File: src/rtl/md_unit.sv
// Iterative MIPS multiply/divide unit: shift-add multiply, restoring divide,
// one bit per cycle, with architectural HI/LO registers and MTHI/MTLO writes.
module md_unit #(
   parameter int XLEN = 32
) (
   input  logic            clk,
   input  logic            rst_n,
   input  logic            start,
   input  logic [2:0]      op,
   input  logic [XLEN-1:0] a,
   input  logic [XLEN-1:0] b,
   output logic            busy,
   output logic            done,
   output logic [XLEN-1:0] hi,
   output logic [XLEN-1:0] lo
);
   localparam int CW = $clog2(XLEN);
   localparam logic [2:0] OP_MTHI = 3'b100;
   localparam logic [2:0] OP_MTLO = 3'b101;

   typedef enum logic [1:0] {IDLE, RUN, FIX} state_t;
   state_t state, state_nxt;

   logic [CW-1:0]     cnt;
   logic              is_div, sa, sb, div0;
   logic [XLEN-1:0]   a_raw;
   logic [XLEN-1:0]   opnd;   // multiplicand for mul, divisor for div
   logic [2*XLEN-1:0] acc;    // product for mul; low half is the quotient for div
   logic [XLEN:0]     rem;

   logic              accept, sgn_op;
   logic [XLEN-1:0]   am, bm;
   logic [XLEN:0]     sum, rem_sh, diff;
   logic              ge;
   logic [2*XLEN-1:0] prod;
   logic [XLEN-1:0]   quot, remd;

   assign accept = (state == IDLE) && start && !op[2];
   assign sgn_op = !op[0];
   assign am     = (sgn_op && a[XLEN-1]) ? -a : a;
   assign bm     = (sgn_op && b[XLEN-1]) ? -b : b;

   assign sum    = {1'b0, acc[2*XLEN-1:XLEN]} + (acc[0] ? {1'b0, opnd} : '0);
   assign rem_sh = {rem[XLEN-1:0], acc[XLEN-1]};
   assign diff   = rem_sh - {1'b0, opnd};
   // rem < divisor always, so a negative trial difference shows up in the top bit
   assign ge     = !diff[XLEN];

   assign prod   = (sa ^ sb) ? -acc : acc;
   assign quot   = (sa ^ sb) ? -acc[XLEN-1:0] : acc[XLEN-1:0];
   assign remd   = sa ? -rem[XLEN-1:0] : rem[XLEN-1:0];

   always_ff @(posedge clk or negedge rst_n) begin
      if (!rst_n) state <= IDLE;
      else        state <= state_nxt;
   end

   always_comb begin
      state_nxt = state;
      case (state)
         IDLE:    if (accept) state_nxt = RUN;
         RUN:     if (cnt == CW'(XLEN-1)) state_nxt = FIX;
         FIX:     state_nxt = IDLE;
         default: state_nxt = IDLE;
      endcase
   end

   always_ff @(posedge clk or negedge rst_n) begin
      if (!rst_n) begin
         hi     <= '0;
         lo     <= '0;
         busy   <= 1'b0;
         done   <= 1'b0;
         cnt    <= '0;
         is_div <= 1'b0;
         sa     <= 1'b0;
         sb     <= 1'b0;
         div0   <= 1'b0;
         a_raw  <= '0;
         opnd   <= '0;
         acc    <= '0;
         rem    <= '0;
      end else begin
         done <= 1'b0;
         case (state)
            IDLE: begin
               if (start && op == OP_MTHI) hi <= a;
               if (start && op == OP_MTLO) lo <= a;
               if (accept) begin
                  is_div <= op[1];
                  sa     <= sgn_op & a[XLEN-1];
                  sb     <= sgn_op & b[XLEN-1];
                  div0   <= (b == '0);
                  a_raw  <= a;
                  opnd   <= op[1] ? bm : am;
                  acc    <= {{XLEN{1'b0}}, (op[1] ? am : bm)};
                  rem    <= '0;
                  cnt    <= '0;
                  busy   <= 1'b1;
               end
            end
            RUN: begin
               cnt <= cnt + 1'b1;
               if (is_div) begin
                  rem           <= ge ? diff : rem_sh;
                  acc[XLEN-1:0] <= {acc[XLEN-2:0], ge};
               end else begin
                  acc <= {sum, acc[XLEN-1:1]};
               end
            end
            FIX: begin
               busy <= 1'b0;
               done <= 1'b1;
               if (!is_div) begin
                  hi <= prod[2*XLEN-1:XLEN];
                  lo <= prod[XLEN-1:0];
               end else if (div0) begin
                  hi <= a_raw;
                  lo <= '1;
               end else begin
                  hi <= remd;
                  lo <= quot;
               end
            end
            default: ;
         endcase
      end
   end
endmodule

File: config.mk
export PLATFORM = sky130hd
export DESIGN_NAME = md_unit
export DESIGN_NICKNAME = d
export VERILOG_FILES = /design/src/rtl/md_unit.sv
export SDC_FILE = /design/constraint.sdc
export NUM_CORES = 1
export LEC_CHECK = 0
export BUFFER_PORTS_ARGS = -buffer_cell sky130_fd_sc_hd__buf_2
export CAP_MARGIN = 20
export CORE_MARGIN = 4
export CORE_UTILIZATION = 40
export DETAILED_ROUTE_END_ITERATION = 7
export HOLD_SLACK_MARGIN = 0.12
export PLACE_DENSITY = 0.64
export SYNTH_ARGS = -nofsm -noshare
export SYNTH_HDL_FRONTEND = slang
export SYNTH_SLANG_ARGS = --single-unit
File: constraint.sdc
create_clock -name clk -period 4.2 [get_ports clk]
set_input_delay 0.84 -clock clk [delete_from_list [all_inputs] [get_ports clk]]
set_output_delay 0.84 -clock clk [all_outputs]
set_load 0.005 [all_outputs]
**After elaboration in Yosys (flattened, before gate mapping)**

Index checks and enable logic that the tools add are counted.

- Register bits: 237
- Input port bits: 70

- $add $sub $neg: 8
- Equal/unequal tests: 11
- Multiplexer cells: 32
- Bitwise gates (word level): 3
- Reduce and logical (&&, ||, !) cells: 21

Operators with widths:

| operator | number |
|---|---|
| $mux W32 | 18 |
| $pmux W32 S2 | 3 |
| $mux W64 | 2 |
| $neg A32 Y32 | 4 |
| $pmux W64 S2 | 1 |
| $neg A64 Y64 | 1 |
| $add A32 B32 Y33 | 1 |
| $sub A33 B32 Y33 | 1 |
| $logic_not A32 Y1 | 1 |
| $reduce_and A2 Y1 | 6 |
| $pmux W5 S2 | 1 |
| $ne A2 B2 Y1 const B | 4 |
| $eq A3 B3 Y1 const B | 2 |
| $logic_and A1 B1 Y1 | 6 |
| $reduce_and A3 Y1 | 2 |
| $add A5 B1 Y5 const B | 1 |
| $eq A5 B5 Y1 const B | 1 |
| $mux W5 | 1 |
| $mux W2 | 2 |
| $ne A2 B1 Y1 const B | 2 |
| $pmux W2 S2 | 1 |
| $reduce_bool A2 Y1 | 2 |
| $logic_not A1 Y1 | 3 |
| $and A1 B1 Y1 | 2 |
| other kinds (6) | 7 |

**Depth between registers and ports, before layout**

- Word-level depth: 6
- Depth in mapped cells: 14

**Worst setup path after synthesis**

Ideal clock, no wire load.

- Kind: reg-to-reg
- From: reg acc[31]
- To: reg rem[10]
- Library setup time: 0.133 ns
- Data arrival time: 3.098 ns
- Required time: 4.067 ns
- Slack: 0.969 ns
- Stages on the path, launching flop included: 14
- Period minus slack after synthesis: 3.231 ns
- Cell sequence: dfrtp_1 inv_1 ha_1 fa_1 nand2b_1 a211o_1 a211oi_1 o21ai_1 a211o_1 a21o_1 a221oi_2 buf_2 mux2i_1 o21ai_0

- Word-level cells in the longest chain between the ends: 4

Ends and longest elaborated chain:

| item | RTL line | RTL |
|---|---|---|
| start: declaration | 28 | `logic [2*XLEN-1:0] acc;` |
| start signal: assignment | 96 | `acc <= {{XLEN{1'b0}}, (op[1] ? am : bm)};` |
| start signal: indexed assignment | 106 | `acc[XLEN-1:0] <= {acc[XLEN-2:0], ge};` |
| start signal: assignment | 108 | `acc <= {sum, acc[XLEN-1:1]};` |
| $sub A33 B32 Y33 | 45 | `assign diff = rem_sh - {1'b0, opnd};` |
| $mux W32 | 105 | `rem <= ge ? diff : rem_sh;` |
| $mux W32 | 104 | `if (is_div) begin` |
| $pmux W32 S2 | 85 | `case (state)` |
| end signal: assignment | 105 |  |
| end: declaration | 29 | `logic [XLEN:0] rem;` |

Every way passes these cells. The select of a mux whose other input is x is not followed.
A chain may end at the register's enable or synchronous reset.

**Worst setup path after layout**

- From: reg acc[31]
- To: reg rem[0]

- Word-level cells in the longest chain between the ends: 4

Ends and longest elaborated chain:

| item | RTL line |
|---|---|
| $sub A33 B32 Y33 | 45 |
| $mux W32 (*) | 105 |
| $mux W32 (*) | 104 |
| $pmux W32 S2 (*) | 85 |

Every way passes the cells marked *; elsewhere a longest branch is shown, timed or not. The select of a mux whose other input is x is not followed.

==> flow_summary.yaml <==
worst_setup_path:
  startpoint: "acc[31]$_DFFE_PN0P_"
  r2r-start: "acc[31]$_DFFE_PN0P_"
  ff2ff_setup_slack_ns: 0.54
  path_max_fanout: 40
  crit_slowest_cell: "a211oi_1"
  worstPathArrival_ns: 4.15
  start_kind: "flip-flop"
  r2r-end: "rem[0]$_DFFE_PN0P_"
  crit_required_ns: 4.70
  crit_path_end: "rem[0]$_DFFE_PN0P_"
  worst-path-stages: 13
  ff2ff_path_depth: 13
  path_buf_inv: 2
  cpMostUsedCell: "a211o_1"
  path_class: "reg2reg"
  slowest_delay_ns: 0.41
  crit_chain: "inv_1, ha_1, fa_1, nand2b_1, a211o_1, a211oi_1, o21ai_1, a211o_1, a21o_1, a221oi_4, buf_12, mux2i_1, a22o_1"
  cp-end-kind: "flip-flop"
  cp_top_family: "compound AO/OA/AOI/OAI gates"
pwr:
  power_density_nw_per_um2: 908
  p_total_mw: 18.6
  leakagePower_nw: 8.88
  ir_drop_v: 0.000495
timing:
  finalHoldViolCount: 0
  finalCriticalPeriod_ns: 3.66
  relSlewSlack_pct: 34.2
  worstMarginPinSlew_ns: 0.985
  tns_ns: 0
  rsz0062_at_grt: "no"
  slew_violations: 0
  holdWs_ns: 0.263
  fin_worst_skew_ns: 0.0351
  min_period_over_period_pct: 87.1
  timing.fmax_mhz: 273
  finalSetupViolCount: 0
layout:
  syn_to_final_growth_pct: 13.1
  fin_cells: 2911
  utilization_pct: 46.0
  layout_commonest_cell: "nand2_1"
  drive_gt1_share_pct: 12.3
  nets: 2437
  n_fill_cell: 4367
  seq_area_um2: 5930
  mostFrequentLayoutCells: "328 x nand2_1, 236 x dfrtp_1, 189 x o21ai_0"
  multi_input_area_um2: 11400
clocking:
  clock_path_buffers: 3
  htreeDepth: 1
  numCtsBuffers: 29
  clock_tree.root_cell: "clkbuf_16"
  cts.hold.buffers_added: 0
  cts_tree: "done"
  cts-resized-gates: 0
  post-cts-setup-buffer-count: 0
  clock_latency_ns: 0.59
  cts_sinks: 237
  cts.clk_slew.worst_paths_ns: 0.06
synth:
  postSynthCellCount: 2224
  synth_flop_cell: "dfrtp_1"
  netlist_area_um2: 18100
  ys_ff_latch: 237
  synthDistinctLibCells: 78
  yosys_warnings: 0
  avgSynthCellArea_um2: 8.14
  synth.yosys.seq_area_share_pct: 32.8
  syn_nets: 2366
  synth_edf_count: 0
  synth_async_sr_flop_share_pct: 100
routing:
  dr.first_iter.drc_count: 2039
  num_vias: 17700
  postRouteAntennaNets: 0
  drc_errors: 0
  drtPass1Iterations: 6
  viasPerCell: 6.08
  wire_per_inst_um: 23.4
  drt-total-wl_mm: 68.0
global_routing:
  grt_max_degree: 92
  antenna_found_initial: 3
  track_usage_pct: 27.3
  grt_overflow_total: 0
  first_global_vias: 16600
  grt_pass1_wl_mm: 103
floorplan:
  io_pins: 136
  start_util_pct: 40.7
  core.rowCount: 77
  core-area_um2: 44500
  die_y_um: 221
  die-area_um2: 48700
  die_w_um: 221
status:
  outcome: "finished, final reports clean"
job:
  cap_violations: 0
placement:
  gp_congestion: 0.968
  hpwl_mm: 51.7
  io_buffers: 135
  place_inst: 2856
worst_hold_path:
  hold_class: "in2async"
[synthesized netlist by cell type (6+ instances only)]
| master | n | area (um2) |
|---|---|---|
| nand2_1 | 328 | 1230 |
| dfrtp_1 | 237 | 5930 |
| o21ai_0 | 189 | 946 |
| nor2_1 | 166 | 623 |
| a21oi_1 | 146 | 731 |
| clkbuf_1 | 120 | 450 |
| xnor2_1 | 106 | 928 |
| mux2i_1 | 104 | 1040 |
| xor2_1 | 91 | 797 |
| ha_1 | 70 | 876 |
| inv_1 | 65 | 244 |
| a211oi_1 | 54 | 405 |
| nand3_1 | 50 | 250 |
| nor3_1 | 49 | 245 |
| a21o_1 | 35 | 263 |
| o211ai_1 | 34 | 255 |
| a32oi_1 | 33 | 289 |
| o31ai_1 | 33 | 248 |
| nand2b_1 | 23 | 144 |
| or3_1 | 22 | 138 |
| nor2b_1 | 21 | 131 |
| a31oi_1 | 17 | 106 |
| buf_1 | 15 | 56.3 |
| and2_1 | 14 | 87.6 |
| nor4_1 | 14 | 87.6 |
| a221oi_1 | 13 | 114 |
| o21a_1 | 11 | 82.6 |
| o41ai_1 | 11 | 96.3 |
| or4_1 | 10 | 75.1 |
| and3_1 | 9 | 56.3 |
| mux2_2 | 9 | 101 |
| nor3b_1 | 9 | 67.6 |
| nand3b_1 | 8 | 60.1 |
| nand4_1 | 8 | 50.1 |
| o22ai_1 | 8 | 50.1 |
| or2_2 | 8 | 50.1 |
| a22oi_1 | 6 | 45.0 |
| buf_2 | 6 | 30.0 |
| or3_4 | 6 | 67.6 |
[cell type report]
class / instances / share of cell area, %
antenna: 1 / 0.0122
inverter: 66 / 1.21
timing repair buffer: 184 / 5.39
sequential: 237 / 29.0
clock inverter: 21 / 1.20
tap: 592 / 3.62
multi-input combinational: 1777 / 55.8
clock buffer: 33 / 3.81
[logic make-up (layout without fill, tap and decap cells)]
group	count (synthesis)	in the layout	synth area share, %
AOI/OAI and AO/OA	637	637	22.5
xor gates and xnor gates	197	197	9.53
adders and majority gates	72	72	5.06
buffers and inverters	210	304	4.47
DFF	237	237	32.8
muxes	113	113	6.31
other	0	1	0
and+or+nand+nor	758	758	19.4
[metrics by stage]
step                      setup slack [ns]  cell area (um2)
after global placement               0.549            19400
after detailed placement             0.544            19400
final                                0.542            20500
after floorplan                      0.969            18100
after global routing                 0.289            20500
after CTS                            0.573            20500
[power by group]
part           internal [mW]  total [mW]  switching, mW
Sequential              3.41        4.79           1.39
Combinational           4.47        11.1           6.61
Clock                   1.59        2.72           1.13
[how the worst min path moves through the flow]
stage | cells after the start | end
6_report | 1 | a_raw[9]$_DFFE_PN0P_
5_1_grt | 1 | a_raw[30]$_DFFE_PN0P_
4_1_cts | 1 | a_raw[26]$_DFFE_PN0P_
3_5_place_dp | 2 | a_raw[5]$_DFFE_PN0P_
3_3_place_gp | 2 | a_raw[12]$_DFFE_PN0P_
2_1_floorplan | 2 | a_raw[25]$_DFFE_PN0P_
[state kept, by name (all words and copies together), names as in the netlist, 2 cells and up]
signal	flops
a_raw	32
rem	32
acc	64
state	2
hi	32
cnt	5
lo	32
opnd	32
[metal layers]
| layer | GRT usage, % | share of wire, % |
|---|---|---|
| met5 | 0 | 0.040 |
| met4 | 12.3 | 5.2 |
| met3 | 4.38 | 7.9 |
| met2 | 43.8 | 45 |
| met1 | 36.3 | 41 |
Note: power is estimated with default switching activity, not from simulation.
